--- src/rtl/part_pkg.sv ---
// Shared constants and FSM encoding for the part profile compare/memorize blocks.
package part_pkg;

    localparam int unsigned DATA_W        = 12;
    localparam int unsigned ADDR_W        = 10;
    localparam int unsigned BUFFER_LENGTH = 882;

    typedef enum logic [1:0] {
        IDLE      = 2'd0,
        WAIT_PART = 2'd1,
        COMPARE   = 2'd2,
        FINISH    = 2'd3
    } state_e;

endpackage

--- src/rtl/abs_dev_cmp.sv ---
// Unsigned absolute difference of two samples plus a tolerance check.
module abs_dev_cmp
    import part_pkg::*;
#(
    parameter int unsigned TOL = 4
) (
    input  logic [DATA_W-1:0] a,
    input  logic [DATA_W-1:0] b,
    output logic [DATA_W-1:0] dev,
    output logic              over_tol
);

    logic [DATA_W:0] diff;

    // One extra bit holds the sign of a-b so the magnitude is always exact
    assign diff     = {1'b0, a} - {1'b0, b};
    assign dev      = diff[DATA_W] ? DATA_W'(-diff) : diff[DATA_W-1:0];
    assign over_tol = 32'(dev) > TOL;

endmodule

--- src/rtl/part_compare.sv ---
// Compares a live CCD width profile against a stored profile and reports a verdict.
// Optional PART_COMPARE_MAXDEV_EN adds tracking of the largest per-sample deviation.
module part_compare
    import part_pkg::*;
#(
    parameter int unsigned TOL          = 4,
    parameter int unsigned MAX_MISMATCH = 8
) (
    input  logic              clk,
    input  logic              rst_n,
    input  logic              start,
    input  logic [ADDR_W-1:0] part_len,
    input  logic [DATA_W-1:0] ccd_data,
    input  logic              ccd_data_valid,
    input  logic [DATA_W-1:0] mem_q,
    output logic [ADDR_W-1:0] mem_address,
    output logic              mem_rden,
    output logic              ccd_enable,
    output logic              busy,
    output logic              done,
    output logic              pass,
    output logic              length_err,
    output logic [ADDR_W-1:0] mismatch_cnt,
    output logic [DATA_W-1:0] max_dev
);

    localparam logic [DATA_W-1:0] TERM_SAMPLE = DATA_W'(BUFFER_LENGTH);
    localparam logic [ADDR_W-1:0] CNT_MAX     = {ADDR_W{1'b1}};

    state_e            state_q, state_d;
    logic [ADDR_W-1:0] mem_address_q, mem_address_d;
    logic [ADDR_W-1:0] mismatch_cnt_q, mismatch_cnt_d;
    logic              mem_rden_q, mem_rden_d;
    logic              ccd_enable_q, ccd_enable_d;
    logic              busy_q, busy_d;
    logic              done_q, done_d;
    logic              pass_q, pass_d;
    logic              length_err_q, length_err_d;
    logic              over_q, over_d;
    logic              count_mis;

    logic [DATA_W-1:0] dev;
    logic              over_tol;
    logic              sample_c;
    logic              term_c;
    logic              consume_c;

    abs_dev_cmp #(.TOL(TOL)) u_abs_dev_cmp (
        .a        (ccd_data),
        .b        (mem_q),
        .dev      (dev),
        .over_tol (over_tol)
    );

    assign sample_c  = ccd_data_valid && (ccd_data != TERM_SAMPLE) && (ccd_data != '0);
    assign term_c    = ccd_data_valid && (ccd_data == TERM_SAMPLE);
    assign consume_c = sample_c && ((state_q == WAIT_PART) || (state_q == COMPARE));

    // over_q marks that entry part_len was consumed, so any further sample is an overrun
    always_comb begin
        state_d        = state_q;
        mem_address_d  = mem_address_q;
        mismatch_cnt_d = mismatch_cnt_q;
        mem_rden_d     = mem_rden_q;
        ccd_enable_d   = ccd_enable_q;
        busy_d         = busy_q;
        done_d         = 1'b0;
        pass_d         = pass_q;
        length_err_d   = length_err_q;
        over_d         = over_q;
        count_mis      = 1'b0;

        case (state_q)
            IDLE: begin
                if (start) begin
                    mismatch_cnt_d = '0;
                    pass_d         = 1'b0;
                    busy_d         = 1'b1;
                    over_d         = 1'b0;
                    if (part_len == '0) begin
                        length_err_d = 1'b1;
                        state_d      = FINISH;
                    end else begin
                        length_err_d  = 1'b0;
                        mem_address_d = ADDR_W'(1);
                        mem_rden_d    = 1'b1;
                        ccd_enable_d  = 1'b1;
                        state_d       = WAIT_PART;
                    end
                end
            end
            WAIT_PART: begin
                if (sample_c) state_d = COMPARE;
            end
            COMPARE: begin
                if (term_c) begin
                    if (!over_q) length_err_d = 1'b1;
                    state_d = FINISH;
                end
            end
            FINISH: begin
                pass_d       = !length_err_q && (32'(mismatch_cnt_q) <= MAX_MISMATCH);
                done_d       = 1'b1;
                ccd_enable_d = 1'b0;
                mem_rden_d   = 1'b0;
                busy_d       = 1'b0;
                state_d      = IDLE;
            end
            default: state_d = IDLE;
        endcase

        if (consume_c) begin
            if (over_q) begin
                length_err_d = 1'b1;
                count_mis    = 1'b1;
            end else begin
                count_mis = over_tol;
                if (mem_address_q == part_len) over_d = 1'b1;
                else mem_address_d = mem_address_q + ADDR_W'(1);
            end
        end

        if (count_mis && (mismatch_cnt_q != CNT_MAX))
            mismatch_cnt_d = mismatch_cnt_q + ADDR_W'(1);
    end

    always_ff @(posedge clk or negedge rst_n) begin
        if (!rst_n) begin
            state_q        <= IDLE;
            mem_address_q  <= '0;
            mismatch_cnt_q <= '0;
            mem_rden_q     <= 1'b0;
            ccd_enable_q   <= 1'b0;
            busy_q         <= 1'b0;
            done_q         <= 1'b0;
            pass_q         <= 1'b0;
            length_err_q   <= 1'b0;
            over_q         <= 1'b0;
        end else begin
            state_q        <= state_d;
            mem_address_q  <= mem_address_d;
            mismatch_cnt_q <= mismatch_cnt_d;
            mem_rden_q     <= mem_rden_d;
            ccd_enable_q   <= ccd_enable_d;
            busy_q         <= busy_d;
            done_q         <= done_d;
            pass_q         <= pass_d;
            length_err_q   <= length_err_d;
            over_q         <= over_d;
        end
    end

`ifdef PART_COMPARE_MAXDEV_EN
    logic [DATA_W-1:0] max_dev_q, max_dev_d;

    // Overrun samples have no stored entry, so they do not contribute a deviation
    always_comb begin
        max_dev_d = max_dev_q;
        if ((state_q == IDLE) && start) max_dev_d = '0;
        else if (consume_c && !over_q && (dev > max_dev_q)) max_dev_d = dev;
    end

    always_ff @(posedge clk or negedge rst_n) begin
        if (!rst_n) max_dev_q <= '0;
        else        max_dev_q <= max_dev_d;
    end

    assign max_dev = max_dev_q;
`else
    logic dev_unused;

    assign dev_unused = ^dev;
    assign max_dev    = '0;
`endif

    assign mem_address  = mem_address_q;
    assign mem_rden     = mem_rden_q;
    assign ccd_enable   = ccd_enable_q;
    assign busy         = busy_q;
    assign done         = done_q;
    assign pass         = pass_q;
    assign length_err   = length_err_q;
    assign mismatch_cnt = mismatch_cnt_q;

endmodule

--- config.mk ---
export PLATFORM = sky130hd
export DESIGN_NAME = part_compare
export DESIGN_NICKNAME = d
export VERILOG_FILES = /design/src/rtl/part_pkg.sv /design/src/rtl/abs_dev_cmp.sv /design/src/rtl/part_compare.sv
export SDC_FILE = /design/constraint.sdc
export NUM_CORES = 1
export LEC_CHECK = 0
export CAP_MARGIN = 25
export CELL_PAD_IN_SITES_DETAIL_PLACEMENT = 0
export CELL_PAD_IN_SITES_GLOBAL_PLACEMENT = 1
export CORE_MARGIN = 2
export CORE_UTILIZATION = 37
export CTS_CLUSTER_SIZE = 24
export DETAILED_ROUTE_END_ITERATION = 10
export DONT_BUFFER_PORTS = 1
export GPL_TIMING_DRIVEN = 0
export HOLD_SLACK_MARGIN = 0.15
export PLACE_DENSITY_LB_ADDON = 0.1
export SLEW_MARGIN = 20
export SYNTH_ARGS = -nofsm -noshare
export SYNTH_HDL_FRONTEND = slang
export SYNTH_SLANG_ARGS = --single-unit
--- constraint.sdc ---
create_clock -name clk -period 2.6 [get_ports clk]
set_input_delay 0.39 -clock clk [delete_from_list [all_inputs] [get_ports clk]]
set_output_delay 0.39 -clock clk [all_outputs]
set_load 0.05 [all_outputs]
After elaboration in Yosys (flattened, before gate mapping)
Index checks and enable logic that the tools add are counted.
{"block": "classes", "reduce_logical": 18, "add_sub_neg": 4, "muxes": 37, "eq_ne": 11, "order_cmp": 2}
{"cell": "two-way mux 10 bit", "count": 9}
{"cell": "adder 10 x 1 -> 10 bit, second input constant", "count": 2}
{"cell": "two-way mux 1 bit", "count": 18}
{"cell": "subtractor 12 x 12 -> 13 bit", "count": 1}
{"cell": "equality test 12 x 10 -> 1 bit, second input constant", "count": 1}
{"cell": "> comparator 12 x 3 -> 1 bit, second input constant", "count": 1}
{"cell": "two-way mux 12 bit", "count": 1}
{"cell": "inequality test 12 x 10 -> 1 bit, second input constant", "count": 1}
{"cell": "negation 12 bit", "count": 1}
{"cell": "nonzero test 12 bit", "count": 1}
{"cell": "equality test 10 bit", "count": 1}
{"cell": "<= comparator 10 x 4 -> 1 bit, second input constant", "count": 1}
{"cell": "zero test 10 bit", "count": 1}
{"cell": "inequality test 10 bit, second input constant", "count": 1}
{"cell": "two-way mux 2 bit", "count": 4}
{"cell": "inequality test 2 bit, second input constant", "count": 4}
{"cell": "one-hot mux 1 bit (2 select lines)", "count": 4}
{"cell": "one-hot mux 2 bit (4 select lines)", "count": 1}
{"cell": "logical AND 1 bit", "count": 6}
{"cell": "AND reduction 3 bit", "count": 2}
{"cell": "nonzero test 2 bit", "count": 3}
{"cell": "equality test 2 bit, second input constant", "count": 2}
{"cell": "AND reduction 2 bit", "count": 2}
{"cell": "equality test 2 x 1 -> 1 bit, second input constant", "count": 1}
{"cell": "3 further kinds", "count": 3}
{"block": "word_totals", "input_bits": 38, "regBits": 28, "output_inout_bits": 38, "wordCells": 81}

Longest topological paths before layout
Gate-level depths: netlist of the first run.
{"block": "depth", "ltp_word": 9, "depth_mapped": 12, "depth_no_buf": 12}

Cells and area by module
A second synthesis of the first run with hierarchy kept.
{"block": "unflattened", "cells_unflattened": 350, "area_unflattened_um2": 2959.1}
{"mod": "part_compare", "n_inst": 1, "seq_area_each_um2": 700.7, "area_each_um2": 1913.1, "cells_per_inst": 207}
{"mod": "abs_dev_cmp", "n_inst": 1, "seq_area_each_um2": 0.0, "area_each_um2": 1046.0, "cells_per_inst": 143}

Least setup slack after synthesis of the first run
Ideal clock, no wire load.
{"block": "synth_timing", "path_kind": "in2reg", "start": "input port ccd_data[0]", "end": "register mismatch_cnt_q[3] (netlist: mismatch_cnt[3])", "required_time_ps": 2469, "arrival_ps": 2650, "path_slack_ps": -181, "setup_ps": 131, "cell_stages": 12, "cell_sequence": "inv_1 > ha_1 > fa_1 > nor2b_1 > o211ai_1 > a211o_2 > nor3b_2 > and4_1 > o211ai_1 > o2bb2ai_2 > a22o_4 > o221ai_2"}
{"block": "synth_via", "elab_chain_cells": 9}
{"element": "start, declared", "line": "part_compare.sv:13", "source": "input logic [DATA_W-1:0] ccd_data,"}
{"element": "subtractor 12 x 12 -> 13 bit", "line": "abs_dev_cmp.sv:16", "source": "assign diff = {1'b0, a} - {1'b0, b};"}
{"element": "negation 12 bit", "line": "abs_dev_cmp.sv:17", "source": "assign dev = diff[DATA_W] ? DATA_W'(-diff) : diff[DATA_W-1:0];"}
{"element": "two-way mux 12 bit", "line": "abs_dev_cmp.sv:17"}
{"element": "> comparator 12 x 3 -> 1 bit", "line": "abs_dev_cmp.sv:18", "source": "assign over_tol = 32'(dev) > TOL;"}
{"element": "two-way mux 1 bit", "line": "part_compare.sv:113", "source": "if (over_q) begin"}
{"element": "two-way mux 1 bit *", "line": "part_compare.sv:112", "source": "if (consume_c) begin"}
{"element": "logical AND 1 bit *", "line": "part_compare.sv:123", "source": "if (count_mis && (mismatch_cnt_q != CNT_MAX))"}
{"element": "nonzero test 2 bit (no source line)"}
{"element": "AND reduction 2 bit (no source line)"}
{"element": "end signal, assigned", "line": "part_compare.sv:142", "source": "mismatch_cnt_q <= mismatch_cnt_d;"}
{"element": "end, declared", "line": "part_compare.sv:32", "source": "logic [ADDR_W-1:0] mismatch_cnt_q, mismatch_cnt_d;"}
Mark *: on every way between the ends. The rest lies on a longest branch, timed or not.
A chain may end at the register's enable or synchronous reset.

Final worst setup path of the first run
{"block": "layout_timing", "start": "input port mem_q[3]", "end": "register mismatch_cnt_q[3] (netlist: mismatch_cnt[3])"}
{"block": "layout_via", "elab_chain_cells": 9}
{"element": "start, declared", "line": "part_compare.sv:15", "source": "input logic [DATA_W-1:0] mem_q,"}
{"element": "subtractor 12 x 12 -> 13 bit *", "line": "abs_dev_cmp.sv:16"}
{"element": "negation 12 bit", "line": "abs_dev_cmp.sv:17"}
{"element": "two-way mux 12 bit *", "line": "abs_dev_cmp.sv:17"}
{"element": "> comparator 12 x 3 -> 1 bit *", "line": "abs_dev_cmp.sv:18"}
{"element": "two-way mux 1 bit *", "line": "part_compare.sv:113"}
{"element": "two-way mux 1 bit *", "line": "part_compare.sv:112"}
{"element": "logical AND 1 bit *", "line": "part_compare.sv:123"}
{"element": "nonzero test 2 bit (no source line)"}
{"element": "AND reduction 2 bit (no source line)"}
Marked as above.

==> results.ini, run 1 <==
[status]
status=complete, no violations

[global_route]
grt_pass1_vias=2180
overflow=0
grt_max_degree=29
grt_pass1_wl_um=10900
grt.total_usage=0.173
antenna_found_initial=0

[clocking]
cts_inserted_buffers=3
path_clk_slew_ns=0.09
cts-htree-levels=1
max-clock-path-buffers=2
root_buffer=clkbuf_8
cts_tree=yes
cts.sinks=28
clk-insertion-delay-late_ns=0.28

[timing]
worstMarginPinSlew_ns=0.667
tns_ns=0
min_period_over_period=0.986
skew_ns=0.00477
rsz0062_at_grt=true
period_minus_slack_ns=2.56
worst_slack_ns=0.0377
finalSetupViolations=0
max-slew-margin-rel=0.551
max_freq_mhz=390
finalHoldViolations=0
drv_slew=0

[synth]
ys_types=60
async_reset_ff_frac=1.00
synth_cells=334
syn-cell-area_um2=2690
seq_area_frac_synth=0.260
ys_warn_count=0
synth_edf_count=0
synth_seq_cells=28
ys.flop_type=dfrtp_1
synth_area_per_cell_um2=8.06

[cells_and_area]
layout_common_cells=31 x inv_1, 29 x nand2_1, 26 x dfrtp_1
postLayoutCellArea_um2=3200
nNetsFinal=419
synthToLayoutAreaGrowth_pct=18.7
drive_gt1_frac=0.192
utilization=0.448
diodes=0
final_common_cell=inv_1

[die]
design.portCount=76
fp.dieW_um=89.3
coreArea_um2=7140
die_h_um=89.3
start_util=0.377
num_rows=31
dieArea_um2=7980

[setup_path]
rr_worst_depth=7
crit_type=in -> reg
endpoint_kind=flop
path_max_fanout=7
arrival_ns=2.76
startpoint_type=primary input
required_ns=2.80

[power_and_ir_drop]
total_leakage_power_nw=1.38
peakVddDrop_mv=0.227
power.density_nw_per_um2=814

[placement]
dp_hpwl_um=5260
gp_congestion=0.768
numPortBuffers=0
post_dp_cell_area_um2=2900
pre_cts_slack_ns=-0.488

[route]
dr.pass1.iters=4
via_per_inst=5.17
drt_iter0_drc=85
drt-wirelength-per-cell_um=15.1
vias=2369
drc=0
wl_um=6920
ant_nets=0

[run]
drv_cap=0

[worst_hold_path]
min_path_type=in -> reg
whs_path_depth=2

per-layer routing:
metal,global-route usage,vias up,wire [µm]
li1,-,1214,-
met1,0.254,1089,3270
met2,0.265,62,3180
met3,0.0406,4,453
met4,0.0190,0,17
met5,0,-,0
Yosys cell counts (10+ instances only):
| master | instances | area share |
|---|---|---|
| inv_1 | 34 | 0.047 |
| mux2i_1 | 10 | 0.037 |
| dfrtp_1 | 28 | 0.26 |
| a21oi_1 | 14 | 0.026 |
| nand3_1 | 14 | 0.026 |
| buf_4 | 13 | 0.036 |
| ha_1 | 19 | 0.088 |
| nand4_1 | 10 | 0.023 |
| nor2_1 | 23 | 0.032 |
| xnor2_1 | 14 | 0.046 |
| o21ai_0 | 18 | 0.033 |
| nand2_1 | 29 | 0.040 |
critical path, stage by stage:
cell and delay (ns):
inv_1 0.02, ha_1 0.35, inv_2 0.07, a211o_1 0.36, a21oi_4 0.27, a311oi_2 0.14
buf_4 0.17, o41ai_4 0.39, o2bb2ai_4 0.15, a22o_4 0.28, o221ai_2 0.16
through the flow:
stage | total power [mW] | hold WS (ns) | std cells
2_1_floorplan | 1.99 | 0.0944 | 345
3_3_place_gp | 2.23 | 0.0951 | 444
3_5_place_dp | 2.24 | 0.0951 | 444
4_1_cts | 2.58 | 0.326 | 451
5_1_grt | 2.83 | 0.323 | 458
6_report | 2.60 | 0.333 | 458
final cells by class:
| type | count | area [µm²] |
|---|---|---|
| multi-input combinational | 262 | 1940 |
| timing repair buffer | 15 | 140 |
| fill | 749 | 3940 |
| buffer | 16 | 110 |
| clock buffer | 3 | 41.3 |
| tap | 99 | 124 |
| sequential | 28 | 703 |
| inverter | 35 | 139 |
final timing paths:
| path | end | start | slack, ns |
|---|---|---|---|
| setup / recovery | mismatch_cnt[3] | mem_q[3] | 0.04 |
| hold / removal | length_err | start | 0.33 |
| setup reg to reg | mismatch_cnt[3] | mismatch_cnt[0] | 0.13 |
| hold reg to reg | state_q[0] | state_q[0] | 0.61 |
| max in group asynchronous | mem_address[4] | rst_n | 1.84 |
| min in group asynchronous | mismatch_cnt[7] | rst_n | 0.58 |
power breakdown:
part | total, mW | internal (mW) | switching (mW) | leakage, nW
clock network | 0.239 | 0.104 | 0.135 | 0.0216
registers | 1.14 | 0.560 | 0.576 | 0.364
logic | 1.22 | 0.530 | 0.694 | 0.999
total | 2.60 | 1.19 | 1.41 | 1.38
timing repair:
item / 4_1_cts / 5_1_grt
pin swaps: 7 / 19
hold endpoints to repair: 28 / 0
setup buffers: 2 / 11
hold buffers: 2 / 0
setup endpoints to repair: 10 / 17
gates resized for setup: 3 / 22
gates cloned: 0 / 0
cell families after synthesis:
family                     share of synthesized area
and+or+nand+nor                                0.232
AOI/OAI and AO/OA                              0.199
buffers and inverters                         0.0990
DFF                                            0.260
xor gates and xnor gates                      0.0748
adders and majority gates                     0.0957
muxes                                         0.0372
other                                        0.00139
(Power assumes the default switching activity.)
==> run 2, diff against run 1 <==
--- a/config.mk
+++ b/config.mk
@@ -9,10 +9,9 @@
 export CELL_PAD_IN_SITES_DETAIL_PLACEMENT = 0
 export CELL_PAD_IN_SITES_GLOBAL_PLACEMENT = 1
 export CORE_MARGIN = 2
-export CORE_UTILIZATION = 37
+export CORE_UTILIZATION = 35
 export CTS_CLUSTER_SIZE = 24
 export DETAILED_ROUTE_END_ITERATION = 10
-export DONT_BUFFER_PORTS = 1
 export GPL_TIMING_DRIVEN = 0
 export HOLD_SLACK_MARGIN = 0.15
 export PLACE_DENSITY_LB_ADDON = 0.1
==> results.ini, run 2 (synthesis results as in run 1) <==
[setup_path]
path_max_fanout=7  ; unchanged
cp_slowest_stage_delay_ns=0.39  ; about the same
crit_chain=buf_8 > inv_8 > ha_4 > fa_2 > nor2b_4 > o211ai_1 > a211o_2 > buf_4 > and2_4 > a21oi_2 > o211ai_1 > o2bb2ai_4 > a22o_4 > o221ai_2
endpoint_kind=flop
cp_common_cell=o211ai_1
required_ns=2.80  ; about the same
arrival_ns=2.93  ; +0.17 ns
startpoint_type=primary input
crit_type=in -> reg
cp_top_family=compound AO/OA/AOI/OAI gates
critical_path_buf_inv_count=3  ; unchanged
cpMaxStageDelayCell=fa_2

[power_and_ir_drop]
switching_share=0.499  ; -0.0416
p_seq_frac=0.242  ; -0.195
power_frac_clock=0.080  ; -0.012
p_int_mw=1.51  ; +26%
comb_power_share=0.678  ; +0.207
total_power_mw=3.01  ; +16%
peakVddDrop_mv=0.492  ; +120%
total_leakage_power_nw=1.72  ; +24%
p_switching_mw=1.50  ; +7.0%
power.density_nw_per_um2=758  ; -6.8%

[placement]
dp_cells=507  ; +14%
dp_hpwl_um=5460  ; +3.8%
pre_cts_slack_ns=-1.01  ; -0.520 ns
gp_congestion=0.822  ; +7.1%
numPortBuffers=63  ; +63

[timing]
tns_ns=-0.918  ; -0.918 ns
rsz0062_at_grt=true
drv_slew=0  ; unchanged
finalHoldViolations=0  ; unchanged
max_freq_mhz=366  ; -6.2%
worstMarginPinSlew_ns=0.680  ; +0.0130 ns
max-slew-margin-rel=0.547  ; -0.00455
worst_slack_ns=-0.133  ; -0.170 ns
skew_ns=0.00677  ; +0.00199 ns
finalSetupViolations=10  ; +10
period_minus_slack_ns=2.73  ; +0.170 ns
min_period_over_period=1.05  ; +0.0654

[cells_and_area]
post_layout_nonfiller_instances=536  ; +17%
drive_gt1_frac=0.268  ; +0.0755
nNetsFinal=497  ; +19%
synthToLayoutAreaGrowth_pct=47.7
final_common_cell=buf_4
layout_common_cells=43 x buf_4, 40 x clkdlybuf4s50_1, 28 x nand2_1, 28 x dfrtp_1, 23 x inv_1
diodes=0  ; unchanged

[die]
die_h_um=91.7  ; +2.7%
coreArea_um2=7370  ; +3.3%
fp.dieW_um=91.7  ; +2.7%
dieArea_um2=8410  ; +5.5%
start_util=0.365  ; -0.0119
num_rows=31  ; unchanged
design.portCount=76  ; unchanged

[global_route]
grt_pass1_vias=2656  ; +22%
overflow=0  ; unchanged
grt_pass1_wl_um=12600  ; +16%
antenna_found_initial=0  ; unchanged
grt.total_usage=0.180  ; +0.00693
grt_max_degree=29  ; unchanged

[route]
drc=0  ; unchanged
via_per_inst=5.02  ; -2.9%
dr.pass1.iters=5  ; +1
drt-wirelength-per-cell_um=13.9  ; -8.0%
ant_nets=0  ; unchanged
drt_iter0_drc=127  ; +49%
vias=2692  ; +14%
wl_um=7450  ; +7.7%

[worst_hold_path]
min_path_type=in -> async

[clocking]
cts.sinks=28  ; unchanged
cts-htree-levels=1  ; unchanged
cts_tree=yes
cts_inserted_buffers=3  ; unchanged
path_clk_slew_ns=0.10  ; about the same
clk-insertion-delay-late_ns=0.27  ; about the same
max-clock-path-buffers=2  ; unchanged
root_buffer=clkbuf_8

[status]
failed_checks=negative setup slack
status=finished, violations left

[run]
drv_cap=0  ; unchanged

==> run 2: cell types whose count changed in the layout (fill, tap and decap cells not counted), sizes merged <==
cell / before / now
dlygate4sd3: 1 / 0
clkdlybuf4s50: 0 / 40
clkdlybuf4s15: 0 / 2
buf: 28 / 49
clkbuf: 5 / 13
dlygate4sd2: 0 / 8
==> run 2: through the flow <==
stage / utilization / cell area [µm²] / hold WS [ns]
finish: 0.540 / 3980 / 0.140
global route: 0.540 / 3980 / 0.187
CTS: 0.529 / 3900 / 0.165
detailed placement: 0.478 / 3530 / 0.477
global placement: 0.479 / 3530 / 0.489
floorplan: - / 2780 / 0.0944
==> run 2: layout make-up <==
| type | instances | area, µm² |
|---|---|---|
| timing repair buffer | 94 | 823 |
| inverter | 35 | 139 |
| tap | 99 | 124 |
| sequential | 28 | 701 |
| buffer | 15 | 105 |
| multi-input combinational | 262 | 2040 |
| fill | 710 | 3390 |
| clock buffer | 3 | 41.3 |
==> run 2: timing repair <==
action / in CTS / in global routing
endpoints found under the setup margin: 17 / 16
hold buffers: 0 / 0
buffers inserted: 19 / 12
resized for setup: 81 / 27
endpoints found under the hold margin: 0 / 0
pin swaps: 34 / 22
==> run 2: per-layer routing <==
layer | GRT usage | routed length [µm]
met1 | 0.253 | 3740
met2 | 0.305 | 3470
met3 | 0.0238 | 227
met4 | 0.0162 | 18
met5 | 0 | 0
==> run 2: power by group through the flow <==
stage / registers [mW] / clock network, mW / logic (mW)
6_report: 0.730 / 0.240 / 2.04
3_5_place_dp: 0.740 / 0 / 1.79
4_1_cts: 0.732 / 0.253 / 2.01
3_3_place_gp: 0.741 / 0 / 1.79
5_1_grt: 0.755 / 0.267 / 2.22
2_1_floorplan: 1.09 / 0 / 0.903
==> run 2: final timing paths <==
path                        startpoint               to  slack, ns  cells past startpoint
min reg2reg                       pass             pass       0.50                      2
max reg2reg                 state_q[0]   mem_address[2]       0.29                      8
min                              rst_n  mismatch_cnt[8]       0.14                      1
min in group clk                  pass             pass       0.50                      2
max in group asynchronous        rst_n   mem_address[5]       2.02                      1
max                        ccd_data[0]  mismatch_cnt[3]      -0.13                     14
==> run 3, diff against run 2 <==
--- a/config.mk
+++ b/config.mk
@@ -5,11 +5,12 @@
 export SDC_FILE = /design/constraint.sdc
 export NUM_CORES = 1
 export LEC_CHECK = 0
+export ABC_AREA = 1
 export CAP_MARGIN = 25
 export CELL_PAD_IN_SITES_DETAIL_PLACEMENT = 0
 export CELL_PAD_IN_SITES_GLOBAL_PLACEMENT = 1
 export CORE_MARGIN = 2
-export CORE_UTILIZATION = 35
+export CORE_UTILIZATION = 34
 export CTS_CLUSTER_SIZE = 24
 export DETAILED_ROUTE_END_ITERATION = 10
 export GPL_TIMING_DRIVEN = 0
==> results.ini, run 3 <==
[status]
status=complete, no violations

[route]
dr.pass1.iters=6  ; +1
drt-wirelength-per-cell_um=12.5  ; -9.8%
drc=0  ; unchanged
ant_nets=0  ; unchanged
via_per_inst=4.80  ; -4.4%
vias=3393  ; +26%
wl_um=8870  ; +19%
drt_iter0_drc=101  ; -20%

[setup_path]
required_ns=2.78  ; -0.02 ns
arrival_ns=2.65  ; -0.28 ns
startpoint_type=primary input
endpoint_kind=flop
crit_type=in -> reg
path_max_fanout=5  ; -2
r2r_slack_ns=0.39  ; +0.10 ns

[synth]
syn-cell-area_um2=3040  ; +13%
ys_types=41  ; -32%
async_reset_ff_frac=1.00  ; unchanged
synth_seq_cells=28  ; unchanged
ys_top_cells_by_count=131 x nand2_1, 88 x inv_1, 54 x nand3_1, 42 x nor2_1, 28 x dfrtp_1
synth.area.top_cells=dfrtp_1 23%, nand2_1 16%, inv_1 11%, nand3_1 8.9%, ha_1 7.8%
yosysMostFrequentCell=nand2_1
ys.flop_type=dfrtp_1
yosysTopAreaCellShare=0.230  ; -0.0300
synth_cells=494  ; +48%
ys_warn_count=0  ; unchanged
seq_area_frac_synth=0.230  ; -0.0300
synth_area_per_cell_um2=6.16  ; -24%
yosys.area.top_type=dfrtp_1
synth_edf_count=0  ; unchanged

[global_route]
antenna_found_initial=0  ; unchanged
overflow=0  ; unchanged
grt_pass1_wl_um=14700  ; +17%
grt_pass1_vias=3146  ; +18%
grt.total_usage=0.178  ; -0.00135
grt_max_degree=29  ; unchanged

[placement]
dp_cells=676  ; +33%
post_dp_cell_area_um2=3840  ; +9.0%
dp_hpwl_um=6600  ; +21%
numPortBuffers=63  ; unchanged
gp_congestion=0.840  ; +2.1%

[timing]
max-slew-margin-rel=0.541  ; -0.00600
period_minus_slack_ns=2.47  ; -0.262 ns
worstMarginPinSlew_ns=0.689  ; +0.00900 ns
max_freq_mhz=405  ; +11%
finalSetupViolations=0  ; -10
finalHoldViolations=0  ; unchanged
min_period_over_period=0.950  ; -0.101
drv_slew=0  ; unchanged
whs_ns=0.133  ; -0.00718 ns
skew_ns=0.00420  ; -0.00257 ns

[cells_and_area]
post_layout_nonfiller_instances=707  ; +32%
postLayoutCellArea_um2=4610  ; +16%
fillers=878  ; +24%
final_common_cell=nand2_1
diodes=0  ; unchanged
regArea_um2=701  ; unchanged
layout_common_cells=102 x nand2_1, 71 x inv_1, 44 x nand3_1
nNetsFinal=658  ; +32%
multiInputGateArea_um2=2360  ; +16%
drive_gt1_frac=0.262  ; -0.00563
synthToLayoutAreaGrowth_pct=51.4
utilization=0.528  ; -0.0114

[die]
start_util=0.349  ; -0.0164
fp.dieW_um=98.6  ; +7.5%
dieArea_um2=9720  ; +16%
die_h_um=98.6  ; +7.5%
coreArea_um2=8720  ; +18%
design.portCount=76  ; unchanged
num_rows=34  ; +9.7%

[clocking]
root_buffer=clkbuf_8
cts_inserted_buffers=3  ; unchanged
clk-insertion-delay-late_ns=0.28  ; about the same
cts_hold_buffers=0  ; unchanged
max-clock-path-buffers=2  ; unchanged
cts.sinks=28  ; unchanged
path_clk_slew_ns=0.11  ; about the same
cts_tree=yes
cts-htree-levels=1  ; unchanged

[power_and_ir_drop]
total_leakage_power_nw=2.37  ; +38%
power.density_nw_per_um2=650  ; -14%
peakVddDrop_mv=0.477  ; -3.1%

[run]
drv_cap=0  ; unchanged

[worst_hold_path]
min_path_type=in -> async

## run 3: cell types whose count changed after synthesis, sizes merged, moves of 7 or more
| cell | delta |
|---|---|
| nor2 | +25 |
| inv | +54 |
| nand3 | +43 |
| a21oi | +8 |
| nand2 | +108 |
| xor2 | -7 |
| mux2i | -10 |
| xnor2 | -11 |
| nand4 | +7 |
| o21ai | -11 |
## run 3: per-stage QoR
step / total power [mW] / setup TNS [ns] / setup slack (ns)
after floorplan: 1.92 / 0 / 0.132
after global placement: 2.43 / -7.58 / -0.753
after detailed placement: 2.44 / -8.13 / -0.779
after CTS: 2.88 / 0 / 0.00485
after global routing: 3.24 / -0.0158 / -0.00889
final: 2.99 / 0 / 0.130
## run 3: cell families after synthesis
family,after synthesis,share of synthesized area
simple gates,283,0.421
buf+inv,107,0.154
compound gates,50,0.0946
flops,28,0.230
fa+ha+maj,20,0.0847
xor+xnor,5,0.0144
other cells,1,0.00123
## run 3: path summary, 6_finish.rpt
kind / end / start / depth (start not counted)
max: mismatch_cnt[7] / ccd_data[0] / 19
min: mem_address[5] / rst_n / 1
max reg2reg: mem_address[7] / mem_address[8] / 9
min reg2reg: busy / busy / 2
max in group asynchronous: mismatch_cnt[9] / rst_n / 1
min in group clk: busy / busy / 2
## run 3: worst max-delay path: stages
cell     delay, ns
buf_6         0.09
inv_4         0.03
ha_4          0.15
fa_2          0.53
nand2_2       0.07
a21oi_4       0.13
nand3_2       0.13
buf_6         0.13
nand2_1       0.04
nand2_1       0.05
nand2_1       0.07
nand3_1       0.07
nor2_1        0.12
nand2_1       0.07
nor2_2        0.16
nand3_4       0.13
buf_6         0.16
nand4_1       0.07
nand2_1       0.06
## run 3: where the power goes
part	internal (mW)	total, mW	switching (mW)
Clock	0.207	0.361	0.154
Sequential	0.559	0.679	0.120
Combinational	0.701	1.95	1.25
## run 3: repair_timing
item | 4_1_cts | 5_1_grt
setup endpoints to repair | 10 | 13
cloned | 2 | 1
pin swaps | 24 | 57
resized for setup | 47 | 103
setup buffers | 10 | 14
## run 3: layout make-up
class / count / area share
inverter: 89 / 0.0731
clock buffer: 3 / 0.00896
timing repair buffer: 89 / 0.188
tap: 108 / 0.0293
clock inverter: 1 / 0.00652
buffer: 18 / 0.0291
multi-input combinational: 371 / 0.513
sequential: 28 / 0.152
## run 3: metal layers
layer / GRT usage / vias up / routed length, µm / share of wire
met5: 0 / - / 0 / 0
met4: 0.0221 / 0 / 82 / 0.0092
met3: 0.0277 / 6 / 470 / 0.053
met2: 0.284 / 73 / 3970 / 0.45
met1: 0.263 / 1534 / 4350 / 0.49
li1: - / 1780 / - / -
